<file path="config.mk">
export PLATFORM = sky130hd
export DESIGN_NAME = mem_port_arbiter
export DESIGN_NICKNAME = d
export VERILOG_FILES = /design/src/rtl/mem_port_arbiter.sv
export SDC_FILE = /design/constraint.sdc
export NUM_CORES = 1
export LEC_CHECK = 0
export ABC_AREA = 1
export BUFFER_PORTS_ARGS = -buffer_cell sky130_fd_sc_hd__buf_2
export CAP_MARGIN = 20
export CORE_UTILIZATION = 47
export CTS_CLUSTER_DIAMETER = 50
export DETAILED_ROUTE_END_ITERATION = 8
export PLACE_DENSITY = 0.79
export SYNTH_ARGS = -nofsm -noshare
export SYNTH_HDL_FRONTEND = slang
export SYNTH_SLANG_ARGS = --single-unit
</file>
<file path="constraint.sdc">
create_clock -name clk -period 1.6 [get_ports clk]
set_input_delay 0.08 -clock clk [delete_from_list [all_inputs] [get_ports clk]]
set_output_delay 0.08 -clock clk [all_outputs]
set_load 0.1 [all_outputs]
</file>
<file path="src/rtl/mem_port_arbiter.sv">
// mem_port_arbiter: shares one multi-cycle memory port between instruction
// fetch (F) and data access (M). Data wins when both are pending because it
// belongs to the older instruction. Each access runs to completion on the
// port, and returned data lands in hold registers. Per-stage stall requests
// stay high until that stage's access has completed.
module mem_port_arbiter #(
    parameter int AW = 32,
    parameter int DW = 32
) (
    input  logic          clk,
    input  logic          reset_n,
    // fetch side
    input  logic          IReqF,
    input  logic [AW-1:0] PCF,
    input  logic          AdvanceF,
    output logic [DW-1:0] InstrF,
    output logic          IStall,
    // data side
    input  logic          DReqM,
    input  logic          DWeM,
    input  logic [AW-1:0] ALUResultM,
    input  logic [DW-1:0] WriteDataM,
    input  logic          AdvanceM,
    output logic [DW-1:0] ReadDataM,
    output logic          DStall,
    // memory port
    output logic          mem_req,
    output logic          mem_we,
    output logic [AW-1:0] mem_addr,
    output logic [DW-1:0] mem_wdata,
    input  logic [DW-1:0] mem_rdata,
    input  logic          mem_ready
);

    typedef enum logic [1:0] {
        ST_IDLE   = 2'd0,
        ST_BUSY_I = 2'd1,
        ST_BUSY_D = 2'd2
    } state_t;

    state_t        r_state;
    state_t        w_state_nxt;

    logic          r_i_done;
    logic          r_d_done;
    logic          r_mem_req;
    logic          r_mem_we;
    logic [AW-1:0] r_mem_addr;
    logic [DW-1:0] r_mem_wdata;
    logic [DW-1:0] r_instr;
    logic [DW-1:0] r_rdata;

    logic          w_i_pend;
    logic          w_d_pend;
    logic          w_load_i;
    logic          w_load_d;
    logic          w_cpl_i;
    logic          w_cpl_d;

    // A requester is pending while it asks and its result is not yet held.
    assign w_i_pend = IReqF & ~r_i_done;
    assign w_d_pend = DReqM & ~r_d_done;

    assign IStall    = w_i_pend;
    assign DStall    = w_d_pend;
    assign mem_req   = r_mem_req;
    assign mem_we    = r_mem_we;
    assign mem_addr  = r_mem_addr;
    assign mem_wdata = r_mem_wdata;
    assign InstrF    = r_instr;
    assign ReadDataM = r_rdata;

    // State register.
    always_ff @(posedge clk or negedge reset_n) begin
        if (!reset_n) begin
            r_state <= ST_IDLE;
        end else begin
            r_state <= w_state_nxt;
        end
    end

    // Next-state selection plus load/complete strobes; a finishing access
    // hands the port straight to the other pending requester, never itself.
    always_comb begin
        w_state_nxt = r_state;
        w_load_i    = 1'b0;
        w_load_d    = 1'b0;
        w_cpl_i     = 1'b0;
        w_cpl_d     = 1'b0;
        case (r_state)
            ST_IDLE: begin
                if (w_d_pend) begin
                    w_state_nxt = ST_BUSY_D;
                    w_load_d    = 1'b1;
                end else if (w_i_pend) begin
                    w_state_nxt = ST_BUSY_I;
                    w_load_i    = 1'b1;
                end else begin
                    w_state_nxt = ST_IDLE;
                end
            end
            ST_BUSY_I: begin
                if (mem_ready) begin
                    w_cpl_i = 1'b1;
                    if (w_d_pend) begin
                        w_state_nxt = ST_BUSY_D;
                        w_load_d    = 1'b1;
                    end else begin
                        w_state_nxt = ST_IDLE;
                    end
                end else begin
                    w_state_nxt = ST_BUSY_I;
                end
            end
            ST_BUSY_D: begin
                if (mem_ready) begin
                    w_cpl_d = 1'b1;
                    if (w_i_pend) begin
                        w_state_nxt = ST_BUSY_I;
                        w_load_i    = 1'b1;
                    end else begin
                        w_state_nxt = ST_IDLE;
                    end
                end else begin
                    w_state_nxt = ST_BUSY_D;
                end
            end
            default: begin
                w_state_nxt = ST_IDLE;
            end
        endcase
    end

    // Request registers: loaded on entry to a busy state, frozen while the
    // memory stalls, request dropped once the port goes idle.
    always_ff @(posedge clk or negedge reset_n) begin
        if (!reset_n) begin
            r_mem_req   <= 1'b0;
            r_mem_we    <= 1'b0;
            r_mem_addr  <= '0;
            r_mem_wdata <= '0;
        end else if (w_load_d) begin
            r_mem_req   <= 1'b1;
            r_mem_we    <= DWeM;
            r_mem_addr  <= ALUResultM;
            r_mem_wdata <= WriteDataM;
        end else if (w_load_i) begin
            r_mem_req   <= 1'b1;
            r_mem_we    <= 1'b0;
            r_mem_addr  <= PCF;
            r_mem_wdata <= '0;
        end else if (w_cpl_i || w_cpl_d) begin
            r_mem_req   <= 1'b0;
        end
    end

    // Hold registers: a flushed access still updates them; stores leave
    // the load data untouched.
    always_ff @(posedge clk or negedge reset_n) begin
        if (!reset_n) begin
            r_instr <= '0;
            r_rdata <= '0;
        end else begin
            if (w_cpl_i) begin
                r_instr <= mem_rdata;
            end
            if (w_cpl_d && !r_mem_we) begin
                r_rdata <= mem_rdata;
            end
        end
    end

    // Done flags: set on completion if the requester still asks (set beats
    // a same-edge advance), cleared when the stage advances.
    always_ff @(posedge clk or negedge reset_n) begin
        if (!reset_n) begin
            r_i_done <= 1'b0;
            r_d_done <= 1'b0;
        end else begin
            if (w_cpl_i && IReqF) begin
                r_i_done <= 1'b1;
            end else if (AdvanceF) begin
                r_i_done <= 1'b0;
            end
            if (w_cpl_d && DReqM) begin
                r_d_done <= 1'b1;
            end else if (AdvanceM) begin
                r_d_done <= 1'b0;
            end
        end
    end

endmodule

</file>
==> results of run 1 <==
==> cell type report <==
| type | instances | area [µm²] | share of cell area, % |
|---|---|---|---|
| Antenna cell | 2 | 5.00 | 0.0567 |
| Tap cell | 143 | 179 | 2.03 |
| Multi-Input combinational cell | 444 | 1980 | 22.4 |
| Clock buffer | 21 | 470 | 5.33 |
| Timing Repair Buffer | 384 | 2590 | 29.4 |
| Sequential cell | 134 | 3350 | 38.0 |
| Inverter | 40 | 150 | 1.70 |
| Clock inverter | 11 | 100 | 1.13 |
==> per-layer routing <==
| layer | vias up | wire (µm) | GRT usage [%] |
|---|---|---|---|
| li1 | 2866 | - | - |
| met1 | 2841 | 6990 | 35.9 |
| met2 | 393 | 9820 | 55.6 |
| met3 | 97 | 1410 | 7.68 |
| met4 | 0 | 1280 | 23.2 |
| met5 | - | 0 | 0 |
==> repair_timing <==
item                                   in CTS  in global routing
endpoints found under the hold margin     264                  0
setup endpoints to repair                   1                 16
cloned                                      0                  0
hold buffers                               99                  0
pin swaps                                   0                  2
gates resized for setup                     1                  1
==> state kept, by name (all words and copies together) (netlist names) <==
name	count
r_d_done	1
mem_addr	32
mem_we	1
ReadDataM	32
InstrF	32
mem_wdata	32
r_i_done	1
r_state	2
mem_req	1
==> path summary, 6_finish.rpt <==
path | end | slack [ns] | cells past startpoint
worst min register to register | ReadDataM[3] | 0.48 | 2
worst max-delay path | DStall | 0.07 | 3
max in group asynchronous | InstrF[12] | 0.85 | 3
worst max register to register | mem_addr[26] | 0.12 | 6
worst min-delay path | mem_addr[7] | 0.02 | 5
min in group asynchronous | ReadDataM[28] | 0.14 | 2
==> worst min-delay path: stages <==
cell     delay (ns)
buf_2          0.08
nand2_1        0.05
nand2_1        0.07
nand2_1        0.05
nand2_1        0.06
==> synth_stat cells (all sizes together) <==
cell type / n
a21oi: 2
buf: 28
clkbuf: 18
dfrtp: 134
inv: 40
nand2: 265
nand3: 73
nand3b: 1
nand4: 32
nor2: 5
o21ai: 64
o22ai: 2
==> per-stage QoR <==
step	cells	setup slack (ns)	utilization (%)	hold slack [ns]
final	1179	0.0746	76.0	0.0217
after global routing	1179	0.00477	76.0	0.0360
after CTS	1177	0.0404	75.9	0.00396
after detailed placement	1046	0.130	62.4	0.00593
after global placement	1046	0.172	62.4	0.00434
after floorplan	664	0.0290	-	-0.216
==> kinds of logic after synthesis <==
family / count (synthesis) / share of synthesized area [%]
DFF: 134 / 59.0
buffers and inverters: 86 / 6.63
and+or+nand+nor: 376 / 28.3
AOI/OAI and AO/OA: 68 / 6.04
==> run_results.csv, run 1 <==
group,metric,value,unit
grt,antenna_found_initial,2,
floorplan,initial_core_util,48.9,%
worst_setup_path,cp_max_fo,33,
worst_setup_path,crit_family,"buffers and inverters",
final_layout,final_common_cell,"buf_2",
yosys,synth_area_per_cell,8.55,µm²
route,dr.pass1.iters,8,
yosys,synth.distinct_cells,21,
worst_setup_path,crit_arrival,1.45,ns
final_layout,n_fill_cell,752,
yosys,synth_top_area_share,59.0,%
yosys,syn-num-nets,800,
route,wire_per_inst,16.5,µm
outcome,violations,"design-rule violations",
place,gp_congestion,0.832,
clock_network,clk_pin_slew,0.05,ns
worst_setup_path,worstPathCellList,"nor2_4 -> buf_6 -> buf_12",
sta,fin_crit_sh,95.3,%
worst_setup_path,endpoint_kind,"output port",
yosys,syn-cell-area,0.00568,mm²
worst_setup_path,critPathRequiredTime,1.52,ns
clock_network,clock_sinks,134,
yosys,yosys_warnings,0,
clock_network,post_cts_buffers,0,
sta,finalSetupViolCount,0,
worst_setup_path,start_kind,"flip-flop",
clock_network,cts_root_buf,"clkbuf_16",
grt,overflow,0,
floorplan,num_rows,39,
place,portBuffers,267,
clock_network,numCtsBuffers,17,
grt,grt_pass1_vias,6392,
final_layout,fin_area,0.00883,mm²
sta,maxSlewHeadroom,64.8,%
place,placed_area,0.00725,mm²
sta,timing.fmax,0.656,GHz
min_path,hp-class,"primary input to flip-flop",
yosys,yosysTopAreaCell,"dfrtp_1",
sta,tightest_slew,0.531,ns
grt,grt_max_degree,68,
flow_run,cap_violations,0,
worst_setup_path,crit_buf_inv,2,
route,vias_per_cell,5.26,
worst_setup_path,slowest_stage,"dfrtp_1",
final_layout,layout_common_cells,"265 x buf_2, 264 x nand2_1, 133 x dfrtp_1, 99 x dlygate4sd3_1, 70 x nand3_1",
clock_network,cts_tree,"done",
grt,grt_pass1_wl,31.7,mm
floorplan,fp.dieW,112,µm
sta,rsz0062_at_grt,"false",
floorplan,io_pins,268,
final_layout,drive_gt1_share,31.7,%
grt,grt_usage,32.6,%
route,detail-route-antenna-nets,0,
yosys,syn_inst,664,
floorplan,die_y,112,µm
route,num_vias,6197,
place,dpl.hpwl,10.6,mm
route,drtIter0Drc,715,
final_layout,syn_to_final_growth,55.4,%
sta,report.final.slew_viol_count,0,
sta,finalSetupTns,0,ns
outcome,outcome,"complete, but fails checks",
yosys,synth.yosys.seq_area_share,59.0,%
worst_setup_path,critPathMaxStageDelay,0.40,ns
yosys,ys_ff_latch,134,
final_layout,fin_nets,1157,
worst_setup_path,timing_worst_setup_path_type,"flip-flop to output port",
yosys,synth.top_cells.by_area,"dfrtp_1 59%, nand2_1 17%, nand3_1 6.3%, o21ai_0 5.4%, nand4_1 3.5%",
sta,period_minus_slack,1.53,ns
worst_setup_path,reg2reg_from,"r_state[1]",
route,drt-total-wl,19.5,mm
sta,finalHoldViolations,0,
min_path,hp-start,"PCF[7]",
worst_setup_path,startpoint,"r_d_done",
clock_network,cts_htree_levels,4,
route,drc_errors,14,
clock_network,clk_latency,0.41,ns
clock_network,clockBufferDepth,2,
floorplan,die_area,0.0125,mm²
sta,skew,0.0146,ns
floorplan,core,0.0116,mm²
Power of run 1 is not shown: default switching activity piles up to over one toggle a cycle in this logic, so the estimate is an artifact.
==> inputs of run 2 (changes only) <==
--- a/config.mk
+++ b/config.mk
@@ -8,10 +8,12 @@
 export ABC_AREA = 1
 export BUFFER_PORTS_ARGS = -buffer_cell sky130_fd_sc_hd__buf_2
 export CAP_MARGIN = 20
-export CORE_UTILIZATION = 47
+export CELL_PAD_IN_SITES_DETAIL_PLACEMENT = 1
+export CELL_PAD_IN_SITES_GLOBAL_PLACEMENT = 2
+export CORE_UTILIZATION = 25
 export CTS_CLUSTER_DIAMETER = 50
 export DETAILED_ROUTE_END_ITERATION = 8
-export PLACE_DENSITY = 0.79
+export PLACE_DENSITY = 0.77
 export SYNTH_ARGS = -nofsm -noshare
 export SYNTH_HDL_FRONTEND = slang
 export SYNTH_SLANG_ARGS = --single-unit
==> run 2 against run 1 <==
Against the previous run:
- the run still ends with design-rule violations left
- hold slack got worse by 0.00068 ns
- flip-flop and latch count is the same
- register-to-register slack about the same
- critical endpoint unchanged
==> run_results.csv, run 2 (synthesized netlist as in run 1, its figures left out) <==
group,metric,value,unit
outcome,outcome,"complete, but fails checks",
outcome,violations,"design-rule violations",
worst_setup_path,critPathRequiredTime,1.52,ns
worst_setup_path,endpoint_kind,"output port",
route,wl_met3,989,µm
final_layout,syn_to_final_growth,61.9,%
clock_network,clk_latency,0.42,ns
final_layout,multi_input_area,0.00198,mm²
sta,maxSlewHeadroom,64.8,%
sta,timing.fmax,0.671,GHz
route,wl_met1,8.67,mm
clock_network,cts_htree_levels,4,
grt,grt_pass1_vias,6355,
worst_setup_path,cp_max_fo,33,
route,highest_layer,"met4",
grt,grt_usage,18.5,%
clock_network,clockBufferDepth,2,
grt,antenna_found_initial,0,
place,pre_cts_slack,0.192,ns
final_layout,n_fill_cell,2656,
floorplan,initial_core_util,25.8,%
final_layout,drive_gt1_share,31.4,%
sta,fin_crit_sh,93.1,%
floorplan,io_pins,268,
sta,skew,0.00780,ns
floorplan,fp.dieW,153,µm
route,drtIter0Drc,194,
floorplan,die_y,153,µm
sta,finalHoldViolations,0,
floorplan,num_rows,54,
sta,tightest_slew,0.531,ns
route,drc_errors,13,
sta,finalSetupTns,0,ns
min_path,hp-class,"primary input to flip-flop",
final_layout,layout_common_cells,"265 x buf_2, 264 x nand2_1, 133 x dfrtp_1, 114 x dlygate4sd3_1, 70 x nand3_1",
route,wire_per_inst,15.6,µm
route,drt-total-wl,20.7,mm
place,portBuffers,267,
sta,period_minus_slack,1.49,ns
clock_network,clock_sinks,134,
final_layout,n_antenna_cell,0,
sta,finalSetupViolCount,0,
worst_setup_path,crit_arrival,1.41,ns
final_layout,register_area,0.00335,mm²
route,dr.pass1.iters,6,
flow_run,cap_violations,0,
grt,grt_max_degree,65,
route,vias_per_cell,4.38,
final_layout,final_common_cell,"buf_2",
route,route.met2.wl,10.5,mm
worst_setup_path,start_kind,"flip-flop",
sta,report.final.slew_viol_count,0,
clock_network,cts_root_buf,"clkbuf_16",
sta,layout_setup_ws,0.110,ns
place,dpl.hpwl,13.7,mm
worst_setup_path,timing_worst_setup_path_type,"flip-flop to output port",
floorplan,core,0.0220,mm²
final_layout,fin_nets,1175,
clock_network,cts_tree,"done",
clock_network,numCtsBuffers,17,
route,detail-route-antenna-nets,0,
grt,grt_pass1_wl,34.0,mm
sta,rsz0062_at_grt,"false",
grt,overflow,0,
route,num_vias,5835,
clock_network,clk_pin_slew,0.06,ns
floorplan,die_area,0.0233,mm²
place,gp_congestion,0.738,
==> run 2: final timing paths <==
check | slack [ns] | from | endpoint | cells after the start
max | 0.11 | r_d_done | DStall | 3
min | 0.02 | ALUResultM[0] | mem_addr[0] | 5
max reg2reg | 0.13 | r_state[0] | r_d_done | 4
min reg2reg | 0.48 | ReadDataM[3] | ReadDataM[3] | 2
max in group asynchronous | 0.78 | reset_n | r_state[1] | 3
min in group asynchronous | 0.17 | reset_n | InstrF[28] | 2
==> run 2: cell type report <==
| class | count | share of cell area, % |
|---|---|---|
| clock buffers | 20 | 4.86 |
| clock inverters | 12 | 1.65 |
| inverters | 40 | 1.63 |
| multi-input cells | 444 | 21.5 |
| flip-flops and latches | 134 | 36.5 |
| well taps | 280 | 3.81 |
| repair buffers | 402 | 30.1 |
==> run 2: through the flow <==
step / utilization, % / cells / hold slack (ns) / instance area (µm²)
2_1_floorplan: - / 664 / -0.216 / 5690
3_3_place_gp: 33.8 / 1185 / 0.0618 / 7440
3_5_place_dp: 33.8 / 1185 / 0.0594 / 7440
4_1_cts: 41.7 / 1331 / 0.000984 / 9190
5_1_grt: 41.8 / 1332 / 0.0180 / 9200
6_report: 41.8 / 1332 / 0.0211 / 9200
==> run 2: worst max-delay path, cell delays in order, from the launching register on <==
cell,delay (ns)
dfrtp_1,0.40
nor2_4,0.17
buf_12,0.23
buf_12,0.20
==> run 2: per-layer routing <==
metal / vias to the layer above / global-route usage [%]
met5: - / 0
met2: 168 / 32.3
met1: 2739 / 22.0
met4: 0 / 7.70
met3: 38 / 4.15
li1: 2890 / -
==> run 2: what timing repair did <==
action	4_1_cts	5_1_grt
pin swaps	0	1
endpoints found under the hold margin	172	0
gates resized for setup	2	1
setup buffers	0	1
hold buffers	114	0
setup endpoints to repair	1	2
Power of run 2 is left out for the same reason.
